$ cat src/rtl/uart_pkg.sv
// Shared UART types: TX/RX state encodings, latched TX frame config and the parity helper.
// Pure definitions; no state, no flow control.
package uart_pkg;

  localparam int OVERSAMPLE_DEF = 16;
  localparam int MAX_DATA_BITS  = 9;

  typedef enum logic [2:0] {
    TX_IDLE,
    TX_START,
    TX_DATA,
    TX_PARITY,
    TX_STOP
  } tx_state_t;

  typedef enum logic [2:0] {
    RX_IDLE,
    RX_START,
    RX_DATA,
    RX_PARITY,
    RX_STOP
  } rx_state_t;

  typedef struct packed {
    logic parity_en;
    logic two_stop;
  } tx_cfg_t;

  // Data is zero-extended by the caller, so the extra bits never change the result.
  function automatic logic calc_parity(input logic [MAX_DATA_BITS-1:0] data, input logic odd);
    return (^data) ^ odd;
  endfunction

endpackage

$ cat src/rtl/uart_baud_gen.sv
// Oversample tick generator: os_tick pulses for one cycle every max(baud_div,1) cycles.
// A new divisor is picked up at the next wrap; free-running, never stalls.
module uart_baud_gen #(
  parameter int DIV_W = 16
) (
  input  logic             main_clock,
  input  logic             reset_all,
  input  logic [DIV_W-1:0] baud_div,
  output logic             os_tick
);

  logic [DIV_W-1:0] cnt;
  logic [DIV_W-1:0] div_q;  // divisor for the current period, never zero

  assign os_tick = (cnt == div_q - DIV_W'(1));

  always_ff @(posedge main_clock or posedge reset_all) begin
    if (reset_all) begin
      cnt   <= '0;
      div_q <= DIV_W'(1);
    end else if (os_tick) begin
      cnt   <= '0;
      div_q <= (baud_div == '0) ? DIV_W'(1) : baud_div;
    end else begin
      cnt <= cnt + DIV_W'(1);
    end
  end

endmodule

$ cat src/rtl/uart_core.sv
// UART core: oversampled TX and RX sharing one baud generator, with parity, 1/2 stop bits and loopback.
// RX input sees a 2-cycle synchroniser; no backpressure -- tx_start is dropped while tx_busy.
module uart_core
  import uart_pkg::*;
#(
  parameter int DATA_BITS  = 8,
  parameter int DIV_W      = 16,
  parameter int OVERSAMPLE = OVERSAMPLE_DEF
) (
  input  logic                 main_clock,
  input  logic                 reset_all,
  input  logic [DIV_W-1:0]     baud_div,
  input  logic                 parity_en,
  input  logic                 parity_odd,
  input  logic                 two_stop,
  input  logic                 loopback,
  input  logic [DATA_BITS-1:0] tx_data,
  input  logic                 tx_start,
  output logic                 tx_serial,
  output logic                 tx_busy,
  output logic                 tx_done,
  input  logic                 rx_serial,
  output logic                 rx_busy,
  output logic [DATA_BITS-1:0] rx_data,
  output logic                 rx_done,
  output logic                 rx_parity_err,
  output logic                 rx_frame_err
);

  localparam int OS_W = $clog2(OVERSAMPLE);
  localparam int BC_W = 4;
  localparam logic [OS_W-1:0] OS_LAST  = OS_W'(OVERSAMPLE - 1);
  localparam logic [OS_W-1:0] OS_MID   = OS_W'(OVERSAMPLE / 2 - 1);
  localparam logic [BC_W-1:0] BIT_LAST = BC_W'(DATA_BITS - 1);

  logic os_tick;

  uart_baud_gen #(.DIV_W(DIV_W)) u_baud_gen (
    .main_clock (main_clock),
    .reset_all  (reset_all),
    .baud_div   (baud_div),
    .os_tick    (os_tick)
  );

  // ---------------------------------------------------------------- TX
  tx_state_t            tx_state, tx_state_nx;
  logic                 tx_armed, tx_armed_nx;
  logic [OS_W-1:0]      tx_os_cnt, tx_os_cnt_nx;
  logic [BC_W-1:0]      tx_bit_cnt, tx_bit_cnt_nx;
  logic [DATA_BITS-1:0] tx_shift, tx_shift_nx;
  logic                 tx_par, tx_par_nx;
  tx_cfg_t              tx_cfg, tx_cfg_nx;
  logic                 tx_serial_nx, tx_done_nx, tx_bit_end;

  // The OS counter is a power-of-two width, so it wraps back to 0 on its own at bit end.
  assign tx_bit_end = tx_armed && os_tick && (tx_os_cnt == OS_LAST);
  assign tx_busy    = (tx_state != TX_IDLE);

  always_ff @(posedge main_clock or posedge reset_all) begin
    if (reset_all) begin
      tx_state   <= TX_IDLE;
      tx_armed   <= 1'b0;
      tx_os_cnt  <= '0;
      tx_bit_cnt <= '0;
      tx_shift   <= '0;
      tx_par     <= 1'b0;
      tx_cfg     <= '0;
      tx_serial  <= 1'b1;
      tx_done    <= 1'b0;
    end else begin
      tx_state   <= tx_state_nx;
      tx_armed   <= tx_armed_nx;
      tx_os_cnt  <= tx_os_cnt_nx;
      tx_bit_cnt <= tx_bit_cnt_nx;
      tx_shift   <= tx_shift_nx;
      tx_par     <= tx_par_nx;
      tx_cfg     <= tx_cfg_nx;
      tx_serial  <= tx_serial_nx;
      tx_done    <= tx_done_nx;
    end
  end

  always_comb begin
    tx_state_nx   = tx_state;
    tx_armed_nx   = tx_armed;
    tx_os_cnt_nx  = tx_os_cnt;
    tx_bit_cnt_nx = tx_bit_cnt;
    tx_shift_nx   = tx_shift;
    tx_par_nx     = tx_par;
    tx_cfg_nx     = tx_cfg;
    tx_done_nx    = 1'b0;
    tx_serial_nx  = 1'b1;

    if (tx_armed && os_tick) tx_os_cnt_nx = tx_os_cnt + 1'b1;

    unique case (tx_state)
      TX_IDLE: begin
        // The tx_done cycle still belongs to the finished frame.
        if (tx_start && !tx_done) begin
          tx_state_nx        = TX_START;
          tx_armed_nx        = 1'b0;
          tx_os_cnt_nx       = '0;
          tx_bit_cnt_nx      = '0;
          tx_shift_nx        = tx_data;
          tx_par_nx          = calc_parity(MAX_DATA_BITS'(tx_data), parity_odd);
          tx_cfg_nx.parity_en = parity_en;
          tx_cfg_nx.two_stop  = two_stop;
        end
      end
      TX_START: begin
        // Start bit is aligned to the first oversample tick after acceptance.
        if (!tx_armed) begin
          if (os_tick) tx_armed_nx = 1'b1;
        end else if (tx_bit_end) begin
          tx_state_nx = TX_DATA;
        end
      end
      TX_DATA: begin
        if (tx_bit_end) begin
          tx_shift_nx   = tx_shift >> 1;
          tx_bit_cnt_nx = tx_bit_cnt + 1'b1;
          if (tx_bit_cnt == BIT_LAST) begin
            tx_bit_cnt_nx = '0;
            tx_state_nx   = tx_cfg.parity_en ? TX_PARITY : TX_STOP;
          end
        end
      end
      TX_PARITY: begin
        if (tx_bit_end) tx_state_nx = TX_STOP;
      end
      TX_STOP: begin
        if (tx_bit_end) begin
          if (tx_cfg.two_stop && (tx_bit_cnt == '0)) begin
            tx_bit_cnt_nx = BC_W'(1);
          end else begin
            tx_state_nx = TX_IDLE;
            tx_armed_nx = 1'b0;
            tx_done_nx  = 1'b1;
          end
        end
      end
      default: tx_state_nx = TX_IDLE;
    endcase

    unique case (tx_state_nx)
      TX_START:  tx_serial_nx = !tx_armed_nx;
      TX_DATA:   tx_serial_nx = tx_shift_nx[0];
      TX_PARITY: tx_serial_nx = tx_par_nx;
      default:   tx_serial_nx = 1'b1;
    endcase
  end

  // ---------------------------------------------------------------- RX
  logic                 rx_in, rx_meta, rx_sync;
  rx_state_t            rx_state, rx_state_nx;
  logic [OS_W-1:0]      rx_os_cnt, rx_os_cnt_nx;
  logic [BC_W-1:0]      rx_bit_cnt, rx_bit_cnt_nx;
  logic [DATA_BITS-1:0] rx_shift, rx_shift_nx, rx_data_nx;
  logic                 rx_par_bit, rx_par_bit_nx;
  logic                 rx_done_nx, rx_pe_nx, rx_fe_nx, rx_sample;

  assign rx_in     = loopback ? tx_serial : rx_serial;
  assign rx_sample = os_tick && (rx_os_cnt == OS_LAST);
  assign rx_busy   = (rx_state != RX_IDLE);

  always_ff @(posedge main_clock or posedge reset_all) begin
    if (reset_all) begin
      rx_meta       <= 1'b1;
      rx_sync       <= 1'b1;
      rx_state      <= RX_IDLE;
      rx_os_cnt     <= '0;
      rx_bit_cnt    <= '0;
      rx_shift      <= '0;
      rx_par_bit    <= 1'b0;
      rx_data       <= '0;
      rx_done       <= 1'b0;
      rx_parity_err <= 1'b0;
      rx_frame_err  <= 1'b0;
    end else begin
      rx_meta       <= rx_in;
      rx_sync       <= rx_meta;
      rx_state      <= rx_state_nx;
      rx_os_cnt     <= rx_os_cnt_nx;
      rx_bit_cnt    <= rx_bit_cnt_nx;
      rx_shift      <= rx_shift_nx;
      rx_par_bit    <= rx_par_bit_nx;
      rx_data       <= rx_data_nx;
      rx_done       <= rx_done_nx;
      rx_parity_err <= rx_pe_nx;
      rx_frame_err  <= rx_fe_nx;
    end
  end

  always_comb begin
    rx_state_nx   = rx_state;
    rx_os_cnt_nx  = rx_os_cnt;
    rx_bit_cnt_nx = rx_bit_cnt;
    rx_shift_nx   = rx_shift;
    rx_par_bit_nx = rx_par_bit;
    rx_data_nx    = rx_data;
    rx_pe_nx      = rx_parity_err;
    rx_fe_nx      = rx_frame_err;
    rx_done_nx    = 1'b0;

    if (os_tick) rx_os_cnt_nx = rx_os_cnt + 1'b1;

    unique case (rx_state)
      RX_IDLE: begin
        rx_os_cnt_nx = '0;
        if (os_tick && !rx_sync) rx_state_nx = RX_START;
      end
      RX_START: begin
        // Half a bit after detection: still low means a real start bit.
        if (os_tick && (rx_os_cnt == OS_MID)) begin
          rx_os_cnt_nx  = '0;
          rx_bit_cnt_nx = '0;
          rx_state_nx   = rx_sync ? RX_IDLE : RX_DATA;
        end
      end
      RX_DATA: begin
        if (rx_sample) begin
          rx_shift_nx   = {rx_sync, rx_shift[DATA_BITS-1:1]};
          rx_bit_cnt_nx = rx_bit_cnt + 1'b1;
          if (rx_bit_cnt == BIT_LAST) rx_state_nx = parity_en ? RX_PARITY : RX_STOP;
        end
      end
      RX_PARITY: begin
        if (rx_sample) begin
          rx_par_bit_nx = rx_sync;
          rx_state_nx   = RX_STOP;
        end
      end
      RX_STOP: begin
        if (rx_sample) begin
          rx_state_nx = RX_IDLE;
          rx_done_nx  = 1'b1;
          rx_data_nx  = rx_shift;
          rx_pe_nx    = parity_en &&
                        (rx_par_bit != calc_parity(MAX_DATA_BITS'(rx_shift), parity_odd));
          rx_fe_nx    = !rx_sync;
        end
      end
      default: rx_state_nx = RX_IDLE;
    endcase
  end

endmodule

$ cat config.mk
export PLATFORM = sky130hd
export DESIGN_NAME = uart_core
export DESIGN_NICKNAME = d
export VERILOG_FILES = /design/src/rtl/uart_pkg.sv /design/src/rtl/uart_baud_gen.sv /design/src/rtl/uart_core.sv
export SDC_FILE = /design/constraint.sdc
export NUM_CORES = 1
export LEC_CHECK = 0
export ABC_AREA = 1
export BUFFER_PORTS_ARGS = -buffer_cell sky130_fd_sc_hd__buf_2
export CAP_MARGIN = 20
export CORE_MARGIN = 10
export CORE_UTILIZATION = 54
export DETAILED_ROUTE_END_ITERATION = 6
export PLACE_DENSITY = 0.8
export REMOVE_ABC_BUFFERS = 1
export SYNTH_ARGS = -nofsm -noshare
export SYNTH_HDL_FRONTEND = slang
export SYNTH_SLANG_ARGS = --single-unit
$ cat constraint.sdc
create_clock -name main_clock -period 2.5 [get_ports main_clock]
set_input_delay 0.25 -clock main_clock [delete_from_list [all_inputs] [get_ports main_clock]]
set_output_delay 0.25 -clock main_clock [all_outputs]
set_load 0.02 [all_outputs]
# After elaboration in Yosys (flattened, before gate mapping)
# Index checks and enable logic that the tools add are counted.
[classes]
eq_ne = 28
reduce_logical = 30
n_mux = 54
bitwise_logic = 2
addsub = 6
[ops]
columns = ["cell", "count"]
rows = [
  ["3-bit two-way mux", 16],
  ["4-bit two-way mux", 12],
  ["16-bit two-way mux", 2],
  ["3-bit case mux with 5 select lines", 2],
  ["2-bit != test (second input constant)", 10],
  ["3-bit by 2-bit == test with 1-bit output (second input constant)", 6],
  ["9-bit XOR reduction", 2],
  ["16-bit by 1-bit adder with 16-bit output (second input constant)", 1],
  ["4-bit by 1-bit adder with 4-bit output (second input constant)", 4],
  ["16-bit == test", 1],
  ["16-bit zero test", 1],
  ["8-bit two-way mux", 2],
  ["4-bit case mux with 2 select lines", 2],
  ["8-bit case mux with 2 select lines", 1],
  ["16-bit by 1-bit subtractor with 16-bit output (second input constant)", 1],
  ["1-bit two-way mux", 13],
  ["4-bit by 3-bit == test with 1-bit output (second input constant)", 3],
  ["4-bit case mux with 3 select lines", 1],
  ["3-bit by 1-bit == test with 1-bit output (second input constant)", 3],
  ["3-bit nonzero test", 3],
  ["4-bit == test (second input constant)", 2],
  ["1-bit logical AND", 8],
  ["2-bit AND reduction", 4],
  ["3-bit == test (second input constant)", 2],
  ["other kinds (11)", 18],
]
[totals]
elab_cells = 144
out_inout_bits = 15
reg_bits = 90
input_bits = 32

# Logic depth before layout (Yosys ltp)
[logic_depth]
depth_word = 9
depth_mapped = 20
ltp_nobuf = 20

# Modules after synthesis
# Synthesis repeated with hierarchy kept, for this count alone.
[unflattened]
hier_cells = 694
area_unflattened_um2 = 5246.3
[modules_own_cells]
columns = ["mod", "area_per_inst_um2", "instances", "cells_each", "seq_area_each_um2"]
rows = [
  ["uart_core", 2976.6, 1, 369, 1455.1],
  ["uart_baud_gen", 2269.7, 1, 325, 802.0],
]

# Worst setup path after synthesis
# No wires, ideal clock.
[synth_path]
kind = "register to register"
start = "register u_baud_gen.div_q[0]"
end = "register rx_bit_cnt[0]"
synth_period_minus_slack_ns = 2.356
setup_ns = 0.125
n_path_buf = 1
setup_slack_ns = 0.144
path_stages_with_launch = 17
arrival_ns = 2.231
t_required_ns = 2.375
cell_sequence = "dfstp_2 > inv_2 > ha_1 > nand2_1 > nor2_2 > nand2_1 > nand2_1 > nand3_1 > nand2_1 > nor2_1 > nand3_1 > nor2_2 > buf_6 > nand4_2 > nand2_2 > nand3_2 > mux2_2"
[synth_via]
elab_chain_len = 5
elab_cells_between_ends = 7
cone_classes = "1 x add/sub; 3 x eq/ne; 3 x reduce/logical"
[synth_rtl]
columns = ["element", "line_no", "text"]
rows = [
  ["start: declaration", "uart_baud_gen.sv:13", "logic [DIV_W-1:0] div_q;"],
  ["start signal: assignment", "uart_baud_gen.sv:23", "div_q <= (baud_div == '0) ? DIV_W'(1) : baud_div;"],
  ["16-bit by 1-bit subtractor with 16-bit output (*)", "uart_baud_gen.sv:15", "assign os_tick = (cnt == div_q - DIV_W'(1));"],
  ["16-bit == test (*)", "uart_baud_gen.sv:15", ""],
  ["1-bit logical AND (on tied branches)", "uart_core.sv:214, uart_core.sv:163", ""],
  ["2-bit != test (no line)", "n/a", ""],
  ["3-bit AND reduction (no line) (*)", "n/a", ""],
  ["end signal: assignment", "uart_core.sv:184", "rx_bit_cnt <= rx_bit_cnt_nx;"],
  ["end: declaration", "uart_core.sv:157", "logic [BC_W-1:0] rx_bit_cnt, rx_bit_cnt_nx;"],
]
# Mark *: on every way between the ends. The rest lies on a longest branch, timed or not.
# A chain may end at the register's enable or synchronous reset.

# Worst setup path in the final report
[layout_path]
start = "register u_baud_gen.div_q[0]"
end = "register rx_shift[2]"
[layout_via]
elab_chain_len = 4
[layout_rtl]
columns = ["element", "line_no", "text"]
rows = [
  ["16-bit by 1-bit subtractor with 16-bit output", "uart_baud_gen.sv:15", ""],
  ["16-bit == test", "uart_baud_gen.sv:15", ""],
  ["1-bit logical AND", "uart_core.sv:163", "assign rx_sample = os_tick && (rx_os_cnt == OS_LAST);"],
  ["2-bit AND reduction (no line)", "n/a", ""],
  ["end signal: assignment", "uart_core.sv:185", "rx_shift <= rx_shift_nx;"],
  ["end: declaration", "uart_core.sv:158", "logic [DATA_BITS-1:0] rx_shift, rx_shift_nx, rx_data_nx;"],
]
# Every way passes these cells.

==> impl_metrics.sql <==
INSERT INTO impl_metrics (metric_group, metric, value, unit) VALUES
('outcome', 'run_status', 'finished, violations left', ''),
('outcome', 'failing_checks', 'negative setup slack', ''),
('yosys', 'post_synth_num_cell_types', '44', ''),
('clock_network', 'cts.reportedPaths.clkPinSlew', '100', 'ps'),
('worst_setup_path', 'crit_path_frequent_cell', 'sky130_fd_sc_hd__nand2_1', ''),
('clock_network', 'tritoncts_num_sinks', '90', ''),
('worst_setup_path', 'critical_path_slowest_stage_cell', 'sky130_fd_sc_hd__dfstp_2', ''),
('drt', 'total_number_of_vias', '4971', ''),
('yosys', 'synth.yosys.warnings', '0', ''),
('global_route', 'grt_antenna_before_repair', '0', ''),
('yosys', 'synthesis.area', '5290', 'µm²'),
('global_route', 'first_global_vias', '4673', ''),
('drt', 'route.detailed.drc', '0', ''),
('placement', 'post-place-ws', '-75.0', 'ps'),
('yosys', 'async_flop_share', '1.00', ''),
('sta', 'setup_tns', '-549', 'ps'),
('sta', 'finalSetupViolCount', '16', ''),
('cells_and_area', 'post_route_cells_drive_above_1_share', '0.243', ''),
('global_route', 'global_route_overflow', '0', ''),
('sta', 'final_min_period_over_clock_period', '1.03', ''),
('cells_and_area', 'fin_nets', '829', ''),
('worst_setup_path', 'setup_crit_end_kind', 'flip-flop', ''),
('sta', 'final-hold-violation-count', '0', ''),
('clock_network', 'numCtsBuffers', '9', ''),
('cells_and_area', 'layout-area-overhead-vs-synth', '23.9', '%'),
('die', 'fp.dieArea', '14200', 'µm²'),
('global_route', 'global_route_wire_length_before_repair', '21300', 'µm'),
('clock_network', 'htree_levels', '3', ''),
('drt', 'postRouteAntennaNets', '0', ''),
('drt', 'postRouteWirelength', '14200', 'µm'),
('sta', 'timing_worst_slew_pin_value', '680', 'ps'),
('yosys', 'number_of_enable_type_register_cells_in_the_synthesized_netlist', '0', ''),
('flow_run', 'max_cap_violations', '0', ''),
('pwr', 'fin_total_pwr', '0.00265', 'W'),
('worst_setup_path', 'setup.worst_path.class', 'reg -> reg', ''),
('placement', 'placed_cells_incl_taps', '900', ''),
('die', 'die_height', '119', 'µm'),
('drt', 'routed_wire_length_per_instance', '15.3', 'µm'),
('worst_setup_path', 'cp-start-kind', 'flip-flop', ''),
('cells_and_area', 'antenna_cells', '0', ''),
('cells_and_area', 'num-fill-cells', '768', ''),
('global_route', 'grt.total_usage', '0.180', ''),
('placement', 'gpl.final_weighted_congestion', '0.971', ''),
('yosys', 'ffs_latches_synth', '90', ''),
('global_route', 'maximum_number_of_pins_on_one_net_before_global_route_repair', '37', ''),
('worst_setup_path', 'cp.buffers_inverters', '3', ''),
('clock_network', 'max_buffers_root_to_sink', '2', ''),
('placement', 'detailed_place_hpwl', '9610', 'µm'),
('clock_network', 'clockRootBuffer', 'sky130_fd_sc_hd__clkbuf_8', ''),
('pwr', 'ir_worst_vdd', '0.299', 'mV'),
('yosys', 'syn_avg_cell_area', '7.45', 'µm²'),
('placement', 'portBuffers', '46', ''),
('yosys', 'postSynthCellCount', '710', ''),
('pwr', 'cellLeakagePower', '3.18', 'nW'),
('die', 'num_io_pins', '47', ''),
('drt', 'drt-pass1-iter-count', '5', ''),
('sta', 'setup_slack', '-86.7', 'ps'),
('clock_network', 'cts_tree', 'yes', ''),
('worst_setup_path', 'cpPeakStageDelay', '550', 'ps'),
('die', 'initial_utilization', '0.549', ''),
('min_path', 'hp-class', 'in -> reg', ''),
('yosys', 'synth_ff_type', 'sky130_fd_sc_hd__dfrtp_1', ''),
('sta', 'fin_skew', '12.5', 'ps'),
('cells_and_area', 'final_cells', '928', ''),
('die', 'core_area', '9640', 'µm²'),
('die', 'die_width', '119', 'µm'),
('drt', 'avgViaCountPerCell', '5.36', ''),
('worst_setup_path', 'crit_required', '2800', 'ps'),
('worst_setup_path', 'path_max_fanout', '8', ''),
('worst_setup_path', 'cp.arrival', '2880', 'ps'),
('sta', 'period_needed', '2590', 'ps'),
('sta', 'final_max_slew_viol_count', '0', ''),
('sta', 'timing.max_slew.rel_slack', '0.543', ''),
('sta', 'achievable-frequency', '0.387', 'GHz'),
('worst_setup_path', 'cp_top_family', 'simple AND/OR/NAND/NOR gates', ''),
('drt', 'detail_route.iter0.violations', '263', ''),
('worst_setup_path', 'cp_cell_sequence', 'inv_2, ha_4, inv_2, nand2_1, nand2_1, nor2_2, nand2_1, nor2_1, nand3_1, nor2_1, nand2_1, nor2_4, nand4_4, nor2_4, clkbuf_16, nand2_2, o21ai_1', ''),
('die', 'total_number_of_placement_rows', '36', ''),
('sta', 'hold_slack', '87.4', 'ps'),
('pwr', 'power_per_cell_area', '404', 'nW/µm²'),
('sta', 'setup_repair_after_global_routing_missed_its_margin', 'true', ''),
('yosys', 'yosysSeqAreaShare', '0.427', ''),
('clock_network', 'clkLatencyLatePin', '370', 'ps');
## what timing repair did
action                                  4_1_cts  5_1_grt
pin swaps                                     4       35
endpoints found under the hold margin        21        0
resized for setup                            10      119
hold buffers                                  1        0
endpoints found under the setup margin       25       60
gates cloned                                  0        2
setup buffers                                 2        8
## cell usage in the layout (no fill, tap or decap), types with 17 or more instances in the layout
master                    netlist  routed
sky130_fd_sc_hd__nand2_1      201     182
sky130_fd_sc_hd__inv_1         92      87
sky130_fd_sc_hd__dfrtp_1       86      82
sky130_fd_sc_hd__nor2_1        93      78
sky130_fd_sc_hd__buf_2          5      46
sky130_fd_sc_hd__nand3_1       40      36
sky130_fd_sc_hd__o21ai_1        5      21
sky130_fd_sc_hd__xnor2_1       19      19
sky130_fd_sc_hd__o21ai_0       42      18
sky130_fd_sc_hd__xor2_1        17      17
sky130_fd_sc_hd__buf_4          0      17
## path summary, 6_finish.rpt
kind / start / cells past startpoint / to / slack (ps)
min in group asynchronous: reset_all / 3 / tx_os_cnt[1] / 400
max in group asynchronous: reset_all / 4 / rx_sync / 1290
worst min-delay path: two_stop / 3 / tx_cfg[0] / 90
worst max register to register: u_baud_gen.div_q[0] / 17 / rx_shift[2] / -90
worst max-delay path: u_baud_gen.div_q[0] / 17 / rx_shift[2] / -90
worst min register to register: rx_meta / 0 / rx_sync / 370
## metal layers
metal / global-route usage / wire length (µm) / vias up
met2: 0.306 / 7300 / 130
met5: 0 / 0 / -
met3: 0.0368 / 683 / 33
li1: - / - / 2426
met1: 0.215 / 5760 / 2382
met4: 0.0794 / 431 / 0
## synth_stat cells (all sizes together) (2+ instances only)
| master | number | area, µm² |
|---|---|---|
| nand3 | 44 | 240 |
| ha | 7 | 87.6 |
| dfrtp | 86 | 2150 |
| nand3b | 4 | 30.0 |
| a31oi | 2 | 12.5 |
| a22oi | 7 | 52.6 |
| nor4 | 7 | 43.8 |
| dfstp | 4 | 105 |
| buf | 6 | 36.3 |
| xnor2 | 19 | 166 |
| nor2 | 105 | 463 |
| mux2 | 3 | 33.8 |
| nand2 | 207 | 797 |
| o21ai | 47 | 235 |
| xor2 | 17 | 149 |
| a21oi | 18 | 93.8 |
| clkbuf | 3 | 11.3 |
| nor3 | 8 | 40.0 |
| inv | 94 | 353 |
| nand4 | 10 | 96.4 |
## flip-flops by register name (all words and copies together), names as in the netlist
register	flops
rx_data	8
tx_armed	1
rx_par_bit	1
tx_state	3
rx_frame_err	1
tx_shift	8
tx_serial	1
rx_sync	1
tx_par	1
tx_cfg	2
tx_done	1
u_baud_gen.div_q	16
u_baud_gen.cnt	16
rx_state	3
tx_bit_cnt	4
rx_meta	1
rx_os_cnt	4
rx_shift	8
rx_bit_cnt	4
rx_done	1
rx_parity_err	1
tx_os_cnt	4
## report_power, final
part | internal [W] | switching [W] | leakage [nW]
Combinational | 0.0000455 | 0.0000645 | 1.97
Sequential | 0.00147 | 0.00000827 | 1.11
Clock | 0.000476 | 0.000586 | 0.0979
Total | 0.00199 | 0.000659 | 3.18
## worst min-delay path: cells and delay by family
kind / cells / cell delay (ps)
buffers and inverters: 1 / 80
and+or+nand+nor: 2 / 100
## metrics by stage
step	util	cell area [µm²]
after floorplan	-	5240
after global placement	0.602	5800
after detailed placement	0.602	5800
after CTS	0.629	6060
after global routing	0.680	6550
final	0.680	6550
## layout make-up
| cell class | instances | area [µm²] | share of cell area |
|---|---|---|---|
| Multi-Input combinational cell | 517 | 2990 | 0.456 |
| Sequential cell | 90 | 2260 | 0.345 |
| Timing Repair Buffer | 78 | 578 | 0.0883 |
| Inverter | 94 | 357 | 0.0544 |
| Tap cell | 133 | 166 | 0.0254 |
| Clock buffer | 10 | 128 | 0.0195 |
| Clock inverter | 6 | 72.6 | 0.0111 |
## kinds of logic after synthesis
group | Yosys count | share of synthesized area
AOI/OAI and AO/OA | 82 | 0.0864
muxes | 3 | 0.00639
xor gates and xnor gates | 36 | 0.0596
and+or+nand+nor | 389 | 0.328
buffers and inverters | 103 | 0.0757
adders and majority gates | 7 | 0.0166
DFF | 90 | 0.427
Note: power is estimated with default switching activity, not from simulation.
